$ cat src/rtl/peripherals.sv
// Shared peripheral types: the push-button bundle and the per-button debounce state.
package peripherals;

    typedef struct packed {
        logic left;
        logic right;
        logic up;
        logic down;
        logic center;
    } buttons_t;

    localparam int unsigned NUM_BUTTONS = $bits(buttons_t);

    typedef enum logic [1:0] {
        RELEASED,
        PRESS_PENDING,
        PRESSED,
        RELEASE_PENDING
    } debounce_state_t;

endpackage

$ cat src/rtl/button_debouncer.sv
// One push-button: synchroniser, debounce FSM and auto-repeat.
// Produces a clean level plus one-cycle press/release pulses.
module button_debouncer
    import peripherals::*;
#(
    parameter int unsigned DEBOUNCE_CYCLES      = 1_000_000,
    parameter int unsigned REPEAT_DELAY_CYCLES  = 50_000_000,
    parameter int unsigned REPEAT_PERIOD_CYCLES = 10_000_000,
    parameter int unsigned SYNC_STAGES          = 2
) (
    input  logic i_clk,
    input  logic i_rst_n,
    input  logic i_raw,
    input  logic i_repeat_enable,
    output logic o_level,
    output logic o_pressed,
    output logic o_released
);

    localparam int unsigned REP_MAX = (REPEAT_DELAY_CYCLES > REPEAT_PERIOD_CYCLES)
                                    ? REPEAT_DELAY_CYCLES : REPEAT_PERIOD_CYCLES;
    localparam int unsigned DEB_W   = $clog2(DEBOUNCE_CYCLES + 1);
    localparam int unsigned REP_W   = $clog2(REP_MAX + 1);

    localparam logic [DEB_W-1:0] DEB_LAST    = DEB_W'(DEBOUNCE_CYCLES - 1);
    localparam logic [REP_W-1:0] DELAY_LAST  = REP_W'(REPEAT_DELAY_CYCLES - 1);
    localparam logic [REP_W-1:0] PERIOD_LAST = REP_W'(REPEAT_PERIOD_CYCLES - 1);
    localparam logic             DEB_SINGLE  = (DEBOUNCE_CYCLES == 1);

    logic [SYNC_STAGES-1:0] r_sync;
    logic                   w_sync;
    debounce_state_t        r_state;
    logic [DEB_W-1:0]       r_deb_cnt;
    logic [REP_W-1:0]       r_rep_cnt;
    logic                   r_repeating;
    logic                   r_level;
    logic                   r_pressed;
    logic                   r_released;
    logic [REP_W-1:0]       w_rep_last;

    // Metastability chain; only the last stage is observed.
    always_ff @(posedge i_clk) begin
        if (!i_rst_n) begin
            r_sync <= '0;
        end else begin
            r_sync <= {r_sync[SYNC_STAGES-2:0], i_raw};
        end
    end

    assign w_sync     = r_sync[SYNC_STAGES-1];
    assign w_rep_last = r_repeating ? PERIOD_LAST : DELAY_LAST;

    always_ff @(posedge i_clk) begin
        if (!i_rst_n) begin
            r_state     <= RELEASED;
            r_deb_cnt   <= '0;
            r_rep_cnt   <= '0;
            r_repeating <= 1'b0;
            r_level     <= 1'b0;
            r_pressed   <= 1'b0;
            r_released  <= 1'b0;
        end else begin
            r_pressed  <= 1'b0;
            r_released <= 1'b0;
            case (r_state)
                RELEASED: begin
                    if (w_sync) begin
                        if (DEB_SINGLE) begin
                            r_state     <= PRESSED;
                            r_level     <= 1'b1;
                            r_pressed   <= 1'b1;
                            r_rep_cnt   <= '0;
                            r_repeating <= 1'b0;
                            r_deb_cnt   <= '0;
                        end else begin
                            r_state   <= PRESS_PENDING;
                            r_deb_cnt <= DEB_W'(1);
                        end
                    end
                end

                PRESS_PENDING: begin
                    if (!w_sync) begin
                        r_state   <= RELEASED;
                        r_deb_cnt <= '0;
                    end else if (r_deb_cnt >= DEB_LAST) begin
                        r_state     <= PRESSED;
                        r_level     <= 1'b1;
                        r_pressed   <= 1'b1;
                        r_rep_cnt   <= '0;
                        r_repeating <= 1'b0;
                        r_deb_cnt   <= '0;
                    end else begin
                        r_deb_cnt <= r_deb_cnt + DEB_W'(1);
                    end
                end

                PRESSED: begin
                    if (!w_sync) begin
                        if (DEB_SINGLE) begin
                            r_state    <= RELEASED;
                            r_level    <= 1'b0;
                            r_released <= 1'b1;
                            r_deb_cnt  <= '0;
                        end else begin
                            r_state   <= RELEASE_PENDING;
                            r_deb_cnt <= DEB_W'(1);
                        end
                    end else if (!i_repeat_enable) begin
                        r_rep_cnt   <= '0;
                        r_repeating <= 1'b0;
                    end else if (r_rep_cnt >= w_rep_last) begin
                        // A pulse already high this cycle defers the repeat so pulses never merge.
                        if (!r_pressed) begin
                            r_pressed   <= 1'b1;
                            r_rep_cnt   <= '0;
                            r_repeating <= 1'b1;
                        end
                    end else begin
                        r_rep_cnt <= r_rep_cnt + REP_W'(1);
                    end
                end

                RELEASE_PENDING: begin
                    if (w_sync) begin
                        r_state     <= PRESSED;
                        r_rep_cnt   <= '0;
                        r_repeating <= 1'b0;
                        r_deb_cnt   <= '0;
                    end else if (r_deb_cnt >= DEB_LAST) begin
                        r_state    <= RELEASED;
                        r_level    <= 1'b0;
                        r_released <= 1'b1;
                        r_deb_cnt  <= '0;
                    end else begin
                        r_deb_cnt <= r_deb_cnt + DEB_W'(1);
                    end
                end

                default: begin
                    r_state <= RELEASED;
                end
            endcase
        end
    end

    assign o_level    = r_level;
    assign o_pressed  = r_pressed;
    assign o_released = r_released;

endmodule

$ cat src/rtl/button_conditioner.sv
// Conditions the five raw push-buttons into clean levels and press/release events
// for peripheral_manager; one independent debouncer per button.
module button_conditioner
    import peripherals::*;
#(
    parameter int unsigned DEBOUNCE_CYCLES      = 1_000_000,
    parameter int unsigned REPEAT_DELAY_CYCLES  = 50_000_000,
    parameter int unsigned REPEAT_PERIOD_CYCLES = 10_000_000,
    parameter int unsigned SYNC_STAGES          = 2
) (
    input  logic     clock_100mhz,
    input  logic     reset,
    input  buttons_t raw_buttons,
    input  logic     repeat_enable,
    output buttons_t buttons_level,
    output buttons_t buttons_pressed,
    output buttons_t buttons_released
);

    logic [NUM_BUTTONS-1:0] w_raw;
    logic [NUM_BUTTONS-1:0] w_level;
    logic [NUM_BUTTONS-1:0] w_pressed;
    logic [NUM_BUTTONS-1:0] w_released;

    assign w_raw = raw_buttons;

    for (genvar g = 0; g < NUM_BUTTONS; g++) begin : g_button
        button_debouncer #(
            .DEBOUNCE_CYCLES      (DEBOUNCE_CYCLES),
            .REPEAT_DELAY_CYCLES  (REPEAT_DELAY_CYCLES),
            .REPEAT_PERIOD_CYCLES (REPEAT_PERIOD_CYCLES),
            .SYNC_STAGES          (SYNC_STAGES)
        ) u_debouncer (
            .i_clk           (clock_100mhz),
            .i_rst_n         (reset),
            .i_raw           (w_raw[g]),
            .i_repeat_enable (repeat_enable),
            .o_level         (w_level[g]),
            .o_pressed       (w_pressed[g]),
            .o_released      (w_released[g])
        );
    end

    assign buttons_level    = buttons_t'(w_level);
    assign buttons_pressed  = buttons_t'(w_pressed);
    assign buttons_released = buttons_t'(w_released);

endmodule

$ cat config.mk
export PLATFORM = sky130hd
export DESIGN_NAME = button_conditioner
export DESIGN_NICKNAME = d
export VERILOG_FILES = /design/src/rtl/peripherals.sv /design/src/rtl/button_debouncer.sv /design/src/rtl/button_conditioner.sv
export SDC_FILE = /design/constraint.sdc
export NUM_CORES = 1
export LEC_CHECK = 0
export ABC_CLOCK_PERIOD_IN_PS = 5700
export CAP_MARGIN = 40
export CORE_ASPECT_RATIO = 1.1
export CORE_MARGIN = 2
export CORE_UTILIZATION = 40
export CTS_CLUSTER_DIAMETER = 60
export DETAILED_ROUTE_END_ITERATION = 8
export GPL_ROUTABILITY_DRIVEN = 0
export GPL_TIMING_DRIVEN = 0
export PLACE_DENSITY = 0.58
export SYNTH_ARGS = -nofsm -noshare
export SYNTH_HDL_FRONTEND = slang
export SYNTH_HIERARCHICAL = 1
export SYNTH_SLANG_ARGS = --single-unit
$ cat constraint.sdc
create_clock -name clock_100mhz -period 5.7 [get_ports clock_100mhz]
set_clock_uncertainty 0.1 [all_clocks]
set_input_delay 1.14 -clock clock_100mhz [delete_from_list [all_inputs] [get_ports clock_100mhz]]
set_output_delay 1.14 -clock clock_100mhz [all_outputs]
set_load 0.02 [all_outputs]
# After elaboration in Yosys (flattened, before gate mapping)
# Index checks and enable logic that the tools add are counted.
# totals
reg_bits,270
in_bits,8
out_inout_bits,15
wordCells,396
# op_classes
add_sub_neg,10
magnitude_cmp,10
eq_ne,80
n_mux,205
bitwise_logic,6
n_reduce_logical,45
# op_table
operator,n
2-to-1 mux 26 bit,40
2-to-1 mux 20 bit,25
case mux 20 bit (4 select lines),5
case mux 26 bit (3 select lines),5
adder 26 x 1 -> 26 bit (second input constant),5
>= comparator 26 bit,5
adder 20 x 1 -> 20 bit (second input constant),5
>= comparator 20 bit (second input constant),5
2-to-1 mux 1 bit,80
2-to-1 mux 2 bit,30
inequality test 2 x 1 -> 1 bit (second input constant),30
case mux 2 bit (4 select lines),5
AND reduction 7 bit,5
inequality test 3 bit (second input constant),10
AND reduction 6 bit,5
AND reduction 5 bit,5
== test 2 bit (second input constant),10
inequality test 2 bit (second input constant),10
inequality test 4 bit (second input constant),5
case mux 1 bit (2 select lines),10
AND reduction 4 bit,5
inequality test 3 x 1 -> 1 bit (second input constant),5
inequality test 3 x 2 -> 1 bit (second input constant),5
case mux 1 bit (3 select lines),5
7 further kinds,36

# Logic depth before layout (Yosys ltp)
# Gate-level depths: netlist of run 1.
# logic_depth
ltp_word,6
mapped_depth,11
ltp_nobuf,8

# Modules after synthesis
# The synthesis of run 1 kept the hierarchy.
# by_module_without_submodules
module,n_inst,cells_per_inst,area_each_um2,seq_area_each_um2
button_debouncer at g_button[0].u_debouncer ...,4,393,3205.6,1081.0
button_debouncer at g_button[4].u_debouncer,1,387,3313.2,1081.0

# Worst setup path after synthesis of run 1
# OpenSTA, ideal clock, no wires.
# synth_timing
kind,register to register
startpoint,register g_button[4].u_debouncer.r_repeating
endpoint,register g_button[4].u_debouncer.r_rep_cnt[21]
setup_ns,0.086
arrival_time_ns,2.395
t_required_ns,5.514
setup_slack_ns,3.119
stages_incl_launch_ff,10
path_buffers,1
synth_period_minus_slack_ns,2.581
cell_sequence,dfxtp_1 -> inv_1 -> ha_1 -> and3_1 -> a211oi_1 -> o31ai_1 -> o2111a_1 -> clkbuf_1 -> or4_1 -> a211oi_1
# synth_via
elab_chain_cells,6
word_cells_on_any_way,8
classes_between,order compare: 1; eq/ne: 1; mux: 5; reduce/logical: 1
# synth_rtl
item,line,rtl
from (decl),button_debouncer.sv:35,logic r_repeating;
from (signal assigned),button_debouncer.sv:58,r_repeating <= 1'b0;
from (signal assigned),button_debouncer.sv:73,r_repeating <= 1'b0;
from (signal assigned),button_debouncer.sv:91,r_repeating <= 1'b0;
2-to-1 mux 26 bit *,button_debouncer.sv:51,assign w_rep_last = r_repeating ? PERIOD_LAST : DELAY_LAST;
>= comparator 26 bit *,button_debouncer.sv:112,end else if (r_rep_cnt >= w_rep_last) begin
2-to-1 mux 26 bit,button_debouncer.sv:112,
2-to-1 mux 26 bit,button_debouncer.sv:109,end else if (!i_repeat_enable) begin
2-to-1 mux 26 bit,button_debouncer.sv:99,if (!w_sync) begin
case mux 26 bit (3 select lines),button_debouncer.sv:65,case (r_state)
to (signal assigned),button_debouncer.sv:120,r_rep_cnt <= r_rep_cnt + REP_W'(1);
to (decl),button_debouncer.sv:34,logic [REP_W-1:0] r_rep_cnt;
# Every way passes the cells marked *; elsewhere a longest branch is shown, timed or not. The select of a mux whose other input is x is not followed.
# A chain may end at the register's enable or synchronous reset.

# Worst setup path after layout of run 1
# layout_timing
startpoint,input port reset
endpoint,register g_button[0].u_debouncer.r_repeating
# layout_lines
item,line,rtl
from (decl),button_conditioner.sv:12,"input logic reset,"
to (signal assigned),button_debouncer.sv:58,
to (signal assigned),button_debouncer.sv:73,
to (signal assigned),button_debouncer.sv:91,
to (decl),button_debouncer.sv:35,
# No word-level cell between the ends.

==> run_results.csv, run 1 <==
group,metric,value,unit
place,port-buffer-count,22,
timing,period_needed,3360,ps
power,peakVddDrop,0.173,mV
clock_network,cts_root_buf,"clkbuf_16",
layout,fin_nets,2098,
clock_network,clockBufferDepth,3,
synth,ys_seq_area_share,33.5,%
power,power_frac_seq,43.1,%
global_route,grt_usage,20.9,%
worst_setup_path,critical_path_class,"in2reg",
synth,syn-mean-instance-area,8.24,um^2
worst_setup_path,crit_fanout,10,
timing,worst_pin_slew,837,ps
layout,drive_gt1_share,8.75,%
worst_setup_path,arrival,3700,ps
timing,hold_viol_final,0,
power,finalPower,4.46,mW
floorplanning,rows,77,
worst_setup_path,required,6050,ps
floorplanning,core_area,0.0400,mm^2
synth,syn_area,0.0161,mm^2
hold_path,hp-class,"reg2reg",
layout,multi_input_area,0.00986,mm^2
floorplanning,ios,23,
clock_network,htree_levels,2,
power,p_sw,1.11,mW
place,dpl.hpwl,30.9,mm
synth,yosys_warnings,6,
timing,period_share,58.9,%
synth,synth-seq-cells,270,
clock_network,cts.clk_slew.worst_paths,60,ps
drt,wl_per_cell,17.3,um
timing,maxSlewViolCount,0,
power,intPower,3.35,mW
synth,synthTopCellsByArea,"dfxtp_1, a21oi_1, ha_1",
synth,synth_edf_count,0,
drt,drc_errors,0,
clock_network,numCtsBuffers,36,
timing,hold_ws,333,ps
layout,seq_area,0.00541,mm^2
drt,wirelength,44.3,mm
layout,area_delta_synth_final,12.7,%
floorplanning,die_y,215,um
floorplanning,start_util,40.4,%
global_route,grt-ovfl-total,0,
drt,drtIter0Drc,993,
hold_path,worstHoldPathCells,1,
worst_setup_path,worst_setup_path_end_kind,"flop",
timing,slew_headroom,43.7,%
worst_setup_path,r2r-start,"g_button[3].u_debouncer/r_repeating",
clock_network,hold_buffers,0,
timing,setup_viol_count_final,0,
synth,yosysUniqueCellTypes,67,
synth,synth_top_cell_area_share,33.5,%
power,swShare,25.0,%
hold_path,holdPathEnd,"g_button[3].u_debouncer/r_sync[1]",
clock_network,cts-resized-gates,0,
clock_network,post_cts_buffers,0,
drt,drt_first_pass_iters,5,
global_route,grt_max_degree,13,
synth,netlist_top_cells_count,"dfxtp_1, nand2_1, a21oi_1, o31ai_1",
power,powerDensity,245,mW/mm^2
drt,dr_total_vias,15500,
layout,diodes,0,
clock_network,cts_tree,"yes",
layout,utilization,45.5,%
drt,via_per_inst,6.05,
power,power_frac_comb,6.8,%
timing,rsz0062_at_grt,"no",
worst_setup_path,reg2regPathDepth,8,
worst_setup_path,crit_path_start_kind,"input port",
timing,fin_tns_setup,0,ps
synth,yosysMostFrequentCell,"dfxtp_1",
drt,antenna_left,0,
synth,synth_largest_area_cell,"dfxtp_1",
clock_network,clk_latency,540,ps
global_route,antenna_found_initial,0,
worst_setup_path,timing.rr.end,"g_button[3].u_debouncer/r_rep_cnt[3]",
run,maxCapViolations,0,
synth,ys.flop_type,"dfxtp_1",
floorplanning,dieArea,0.0420,mm^2
floorplanning,dieWidth,196,um
clock_network,cts.sinks,270,
timing,max_freq,0.298,GHz
synth,syn-num-nets,2037,
layout,fillCellCount,3900,
worst_setup_path,r2r_slack,2590,ps
hold_path,hold_start,"g_button[3].u_debouncer/r_sync[0]",
synth,netlist_instances,1959,
power,clkPwrFrac,50.1,%
run_status,status,"completed",
global_route,first_global_vias,14900,
global_route,grt_first_pass_wirelength,74.3,mm
synth,async_flop_share,0,%
power,leakage,6.13,nW
power by group through the flow:
stage	logic (mW)	registers [mW]	clock network, mW
floorplan	0.207	1.96	0
global placement	0.295	1.96	0
detailed placement	0.299	1.96	0
CTS	0.301	1.92	2.31
global route	0.338	1.92	2.38
finish	0.302	1.92	2.24
stage by stage:
step | setup slack [ps] | area, um^2 | instances
6_report | 2340 | 18200 | 2559
5_1_grt | 2210 | 18200 | 2559
4_1_cts | 2350 | 18200 | 2559
3_5_place_dp | 1780 | 17000 | 2495
3_3_place_gp | 1800 | 17000 | 2494
2_1_floorplan | 3120 | 16100 | 1959
state kept, by name (all words and copies together), names as in the netlist, named ones only:
name / cells
g_button.u_debouncer/r_sync: 10
g_button.u_debouncer/o_pressed: 5
g_button.u_debouncer/o_level: 5
g_button.u_debouncer/r_deb_cnt: 100
g_button.u_debouncer/r_state: 5
g_button.u_debouncer/r_rep_cnt: 130
g_button.u_debouncer/o_released: 5
g_button.u_debouncer/r_repeating: 5
routing by layer:
metal / up-vias / track usage, % / share of wire (%)
met5: - / 0 / 0
met3: 65 / 2.82 / 3.6
li1: 7729 / - / -
met1: 7384 / 27.2 / 46
met2: 294 / 35.4 / 48
met4: 0 / 7.15 / 2.2
area by class of cell:
type,count,share of cell area (%)
Clock buffer,51,5.87
Multi-Input combinational cell,1515,54.2
Timing Repair Buffer,23,1.29
Tap cell,513,3.53
Sequential cell,270,29.7
Buffer,121,3.71
Inverter,53,1.09
Clock inverter,13,0.598
layout by cell type, fill, tap and decap left out, drive strengths merged, types with 56 or more instances in the layout:
| cell type | netlist | routed |
|---|---|---|
| buf | 62 | 63 |
| nand2 | 207 | 207 |
| ha | 70 | 70 |
| nor2 | 56 | 56 |
| o31ai | 102 | 102 |
| clkbuf | 59 | 110 |
| nand3 | 102 | 102 |
| o22ai | 61 | 61 |
| a21oi | 189 | 189 |
| or3 | 76 | 76 |
| o21ai | 69 | 69 |
| dfxtp | 270 | 270 |
| or4 | 101 | 101 |
| a211oi | 78 | 78 |
worst max-delay path, cell delays in order:
cell and delay [ps]:
clkdlybuf4s50_1 850, clkbuf_1 510, inv_1 290, clkbuf_1 290, clkbuf_1 330, a221oi_1 270
cells by family after synthesis:
| group | after synthesis | synth area share [%] |
|---|---|---|
| simple gates | 816 | 28.8 |
| compound gates | 608 | 25.5 |
| flops | 270 | 33.5 |
| buf+inv | 174 | 5.41 |
| fa+ha+maj | 70 | 5.43 |
| mux | 16 | 1.03 |
| xor+xnor | 5 | 0.271 |
worst max-delay path by stage:
stage	from	cells past startpoint	to	slack, ps
global placement	reset	6	g_button[0].u_debouncer/r_repeating	1800
finish	reset	6	g_button[0].u_debouncer/r_repeating	2340
global route	reset	6	g_button[3].u_debouncer/r_repeating	2210
detailed placement	reset	6	g_button[3].u_debouncer/r_repeating	1780
floorplan	g_button[4].u_debouncer/r_repeating	9	g_button[4].u_debouncer/r_rep_cnt[21]	3120
CTS	reset	6	g_button[3].u_debouncer/r_repeating	2350
Note: power is estimated with default switching activity, not from simulation.
==> inputs of run 2 (changes only) <==
Settings changed: ABC_CLOCK_PERIOD_IN_PS 5700 to 3520.
Clock period 5.7 ns to 3.52 ns, I/O delays scaled along.
==> results of run 2 <==
Same layout as run 1 (identical final DEF). Status: completed.
Main changes from that run: setup slack after placement 1780 ps -> 33.7 ps; clock-pin slew on the worst setup and hold paths 60 ps -> 50 ps; setup slack after layout 2340 ps -> 412 ps; start point of the critical path reset -> g_button[3].u_debouncer/r_repeating; end point of the critical path g_button[0].u_debouncer/r_repeating -> g_button[3].u_debouncer/r_rep_cnt[3]; register-to-register setup slack 2590 ps -> 410 ps; total power 4.46 mW -> 7.22 mW; worst IR drop on VDD 0.173 mV -> 0.280 mV
==> inputs of run 3 (changes only) <==
Settings changed: PLACE_DENSITY 0.58 to 0.64, RECOVER_POWER from default to 100.
==> run_results.csv, run 3 (synthesis gave the netlist of run 1 again) <==
group,metric,value,unit
run_status,status,"completed",
place,port-buffer-count,22,
power,leakage,6.17,nW
worst_setup_path,crit_path_start_kind,"flop",
worst_setup_path,crit_cells,10,
timing,maxSlewViolCount,0,
worst_setup_path,r2r_slack,230,ps
drt,drt_first_pass_iters,5,
worst_setup_path,cp_slowest_stage_delay,750,ps
timing,slew_headroom,41.8,%
clock_network,cts_root_buf,"clkbuf_16",
floorplanning,die_y,215,um
timing,hold_viol_final,0,
drt,drc_errors,0,
floorplanning,dieWidth,196,um
hold_path,hp-class,"reg2reg",
clock_network,clockBufferDepth,3,
clock_network,clk_latency,530,ps
layout,top_regs,"g_button.u_debouncer/r_rep_cnt x130, g_button.u_debouncer/r_deb_cnt x100, g_button.u_debouncer/r_sync x10",
layout,multi_input_area,0.00975,mm^2
global_route,grt_usage,19.8,%
power,powerDensity,407,mW/mm^2
floorplanning,ios,23,
clock_network,cts.clk_slew.worst_paths,60,ps
layout,largest_register,"g_button.u_debouncer/r_rep_cnt",
floorplanning,rows,77,
worst_setup_path,reg2regPathDepth,10,
place,place_area,0.0170,mm^2
floorplanning,dieArea,0.0420,mm^2
global_route,grt_max_degree,13,
worst_setup_path,crit_fanout,10,
worst_setup_path,r2r-start,"g_button[3].u_debouncer/r_repeating",
layout,diodes,0,
timing,period_share,93.5,%
floorplanning,start_util,40.4,%
worst_setup_path,critical_path_class,"reg2reg",
drt,drtIter0Drc,851,
place,dpl.hpwl,29.3,mm
worst_setup_path,path_common_cell,"clkbuf_2",
worst_setup_path,path_cells,"inv_1 -> ha_1 -> and4_1 -> a211oi_1 -> o41ai_1 -> o2111a_1 -> clkbuf_2 -> o31ai_1 -> clkbuf_2 -> a21oi_1",
worst_setup_path,required,3870,ps
timing,max_freq,0.304,GHz
drt,wl_per_cell,16.5,um
timing,setup_viol_count_final,0,
global_route,grt-ovfl-total,0,
global_route,antenna_found_initial,0,
worst_setup_path,worst_setup_path_end_kind,"flop",
power,peakVddDrop,0.302,mV
worst_setup_path,startpoint,"g_button[3].u_debouncer/r_repeating",
layout,drive_gt1_share,7.49,%
timing,worst_pin_slew,870,ps
timing,rsz0062_at_grt,"no",
worst_setup_path,arrival,3650,ps
floorplanning,core_area,0.0400,mm^2
worst_setup_path,critPathTopFamily,"compound AO/OA/AOI/OAI gates",
drt,via_per_inst,6.07,
worst_setup_path,crit_slowest_cell,"o41ai_1",
timing,fin_tns_setup,0,ps
clock_network,cts.sinks,270,
layout,area_delta_synth_final,12.1,%
layout,fin_nets,2096,
power,finalPower,7.36,mW
drt,dr_total_vias,15500,
timing,period_needed,3290,ps
clock_network,cts_tree,"yes",
layout,mostFrequentLayoutCells,"dfxtp_1, nand2_1, a21oi_1, o31ai_1, nand3_1",
clock_network,htree_levels,2,
drt,antenna_left,0,
drt,wirelength,42.2,mm
clock_network,cts-resized-gates,0,
clock_network,post_cts_buffers,0,
worst_setup_path,crit_buf_inv,3,
layout,seq_area,0.00541,mm^2
layout,largest_reg_flops,130,
worst_setup_path,endpoint,"g_button[3].u_debouncer/r_rep_cnt[6]",
global_route,grt_first_pass_wirelength,71.8,mm
layout,final_common_cell,"dfxtp_1",
worst_setup_path,timing.rr.end,"g_button[3].u_debouncer/r_rep_cnt[6]",
clock_network,hold_buffers,0,
run,maxCapViolations,0,
layout,design_area,0.0181,mm^2
layout,fillCellCount,3922,
clock_network,numCtsBuffers,35,
global_route,first_global_vias,14800,
-- run 3: layer usage --
| layer | wire, um | part of all wire [%] | track usage [%] |
|---|---|---|---|
| met5 | 0 | 0 | 0 |
| met4 | 820 | 1.9 | 6.23 |
| met3 | 1640 | 3.9 | 3.02 |
| met2 | 19800 | 47 | 33.4 |
| met1 | 19900 | 47 | 26.1 |
-- run 3: worst reg2reg max path, cell delays in order, from the launching register on --
cell and delay, ps:
dfxtp_1 520, inv_1 170, ha_1 320, and4_1 190
a211oi_1 80, o41ai_1 760, o2111a_1 320, clkbuf_2 230
o31ai_1 120, clkbuf_2 240, a21oi_1 160
-- run 3: how the worst min path moves through the flow --
stage                                              endpoint  depth (start not counted)                               from
after floorplan           g_button[4].u_debouncer/r_sync[1]                          1  g_button[4].u_debouncer/r_sync[0]
after global placement    g_button[0].u_debouncer/r_sync[1]                          1  g_button[0].u_debouncer/r_sync[0]
after detailed placement  g_button[2].u_debouncer/r_sync[1]                          1  g_button[2].u_debouncer/r_sync[0]
after CTS                 g_button[2].u_debouncer/r_sync[1]                          1  g_button[2].u_debouncer/r_sync[0]
after global routing      g_button[2].u_debouncer/r_sync[1]                          1  g_button[2].u_debouncer/r_sync[0]
final                     g_button[2].u_debouncer/r_sync[1]                          1  g_button[2].u_debouncer/r_sync[0]
-- run 3: where the power goes --
| group | switching [mW] | leakage, nW | internal [mW] |
|---|---|---|---|
| registers | 0.0274 | 2.18 | 3.08 |
| clock network | 1.40 | 0.595 | 2.36 |
| logic | 0.341 | 3.40 | 0.143 |
-- run 3: final cells by class --
cell class | count | area share [%]
Buffer | 121 | 3.61
Clock buffer | 50 | 5.77
Clock inverter | 12 | 0.975
Inverter | 53 | 1.10
Multi-Input combinational cell | 1515 | 53.9
Sequential cell | 270 | 29.9
Tap cell | 513 | 3.55
Timing Repair Buffer | 22 | 1.22
-- run 3: stage by stage --
| step | hold WS, ps | cells | utilization [%] | setup slack, ps |
|---|---|---|---|---|
| after floorplan | 312 | 1959 | - | 939 |
| after global placement | 316 | 2494 | 42.5 | 128 |
| after detailed placement | 319 | 2494 | 42.5 | 35.0 |
| after CTS | 332 | 2556 | 45.6 | 377 |
| after global routing | 351 | 2556 | 45.3 | 39.3 |
| final | 331 | 2556 | 45.3 | 228 |
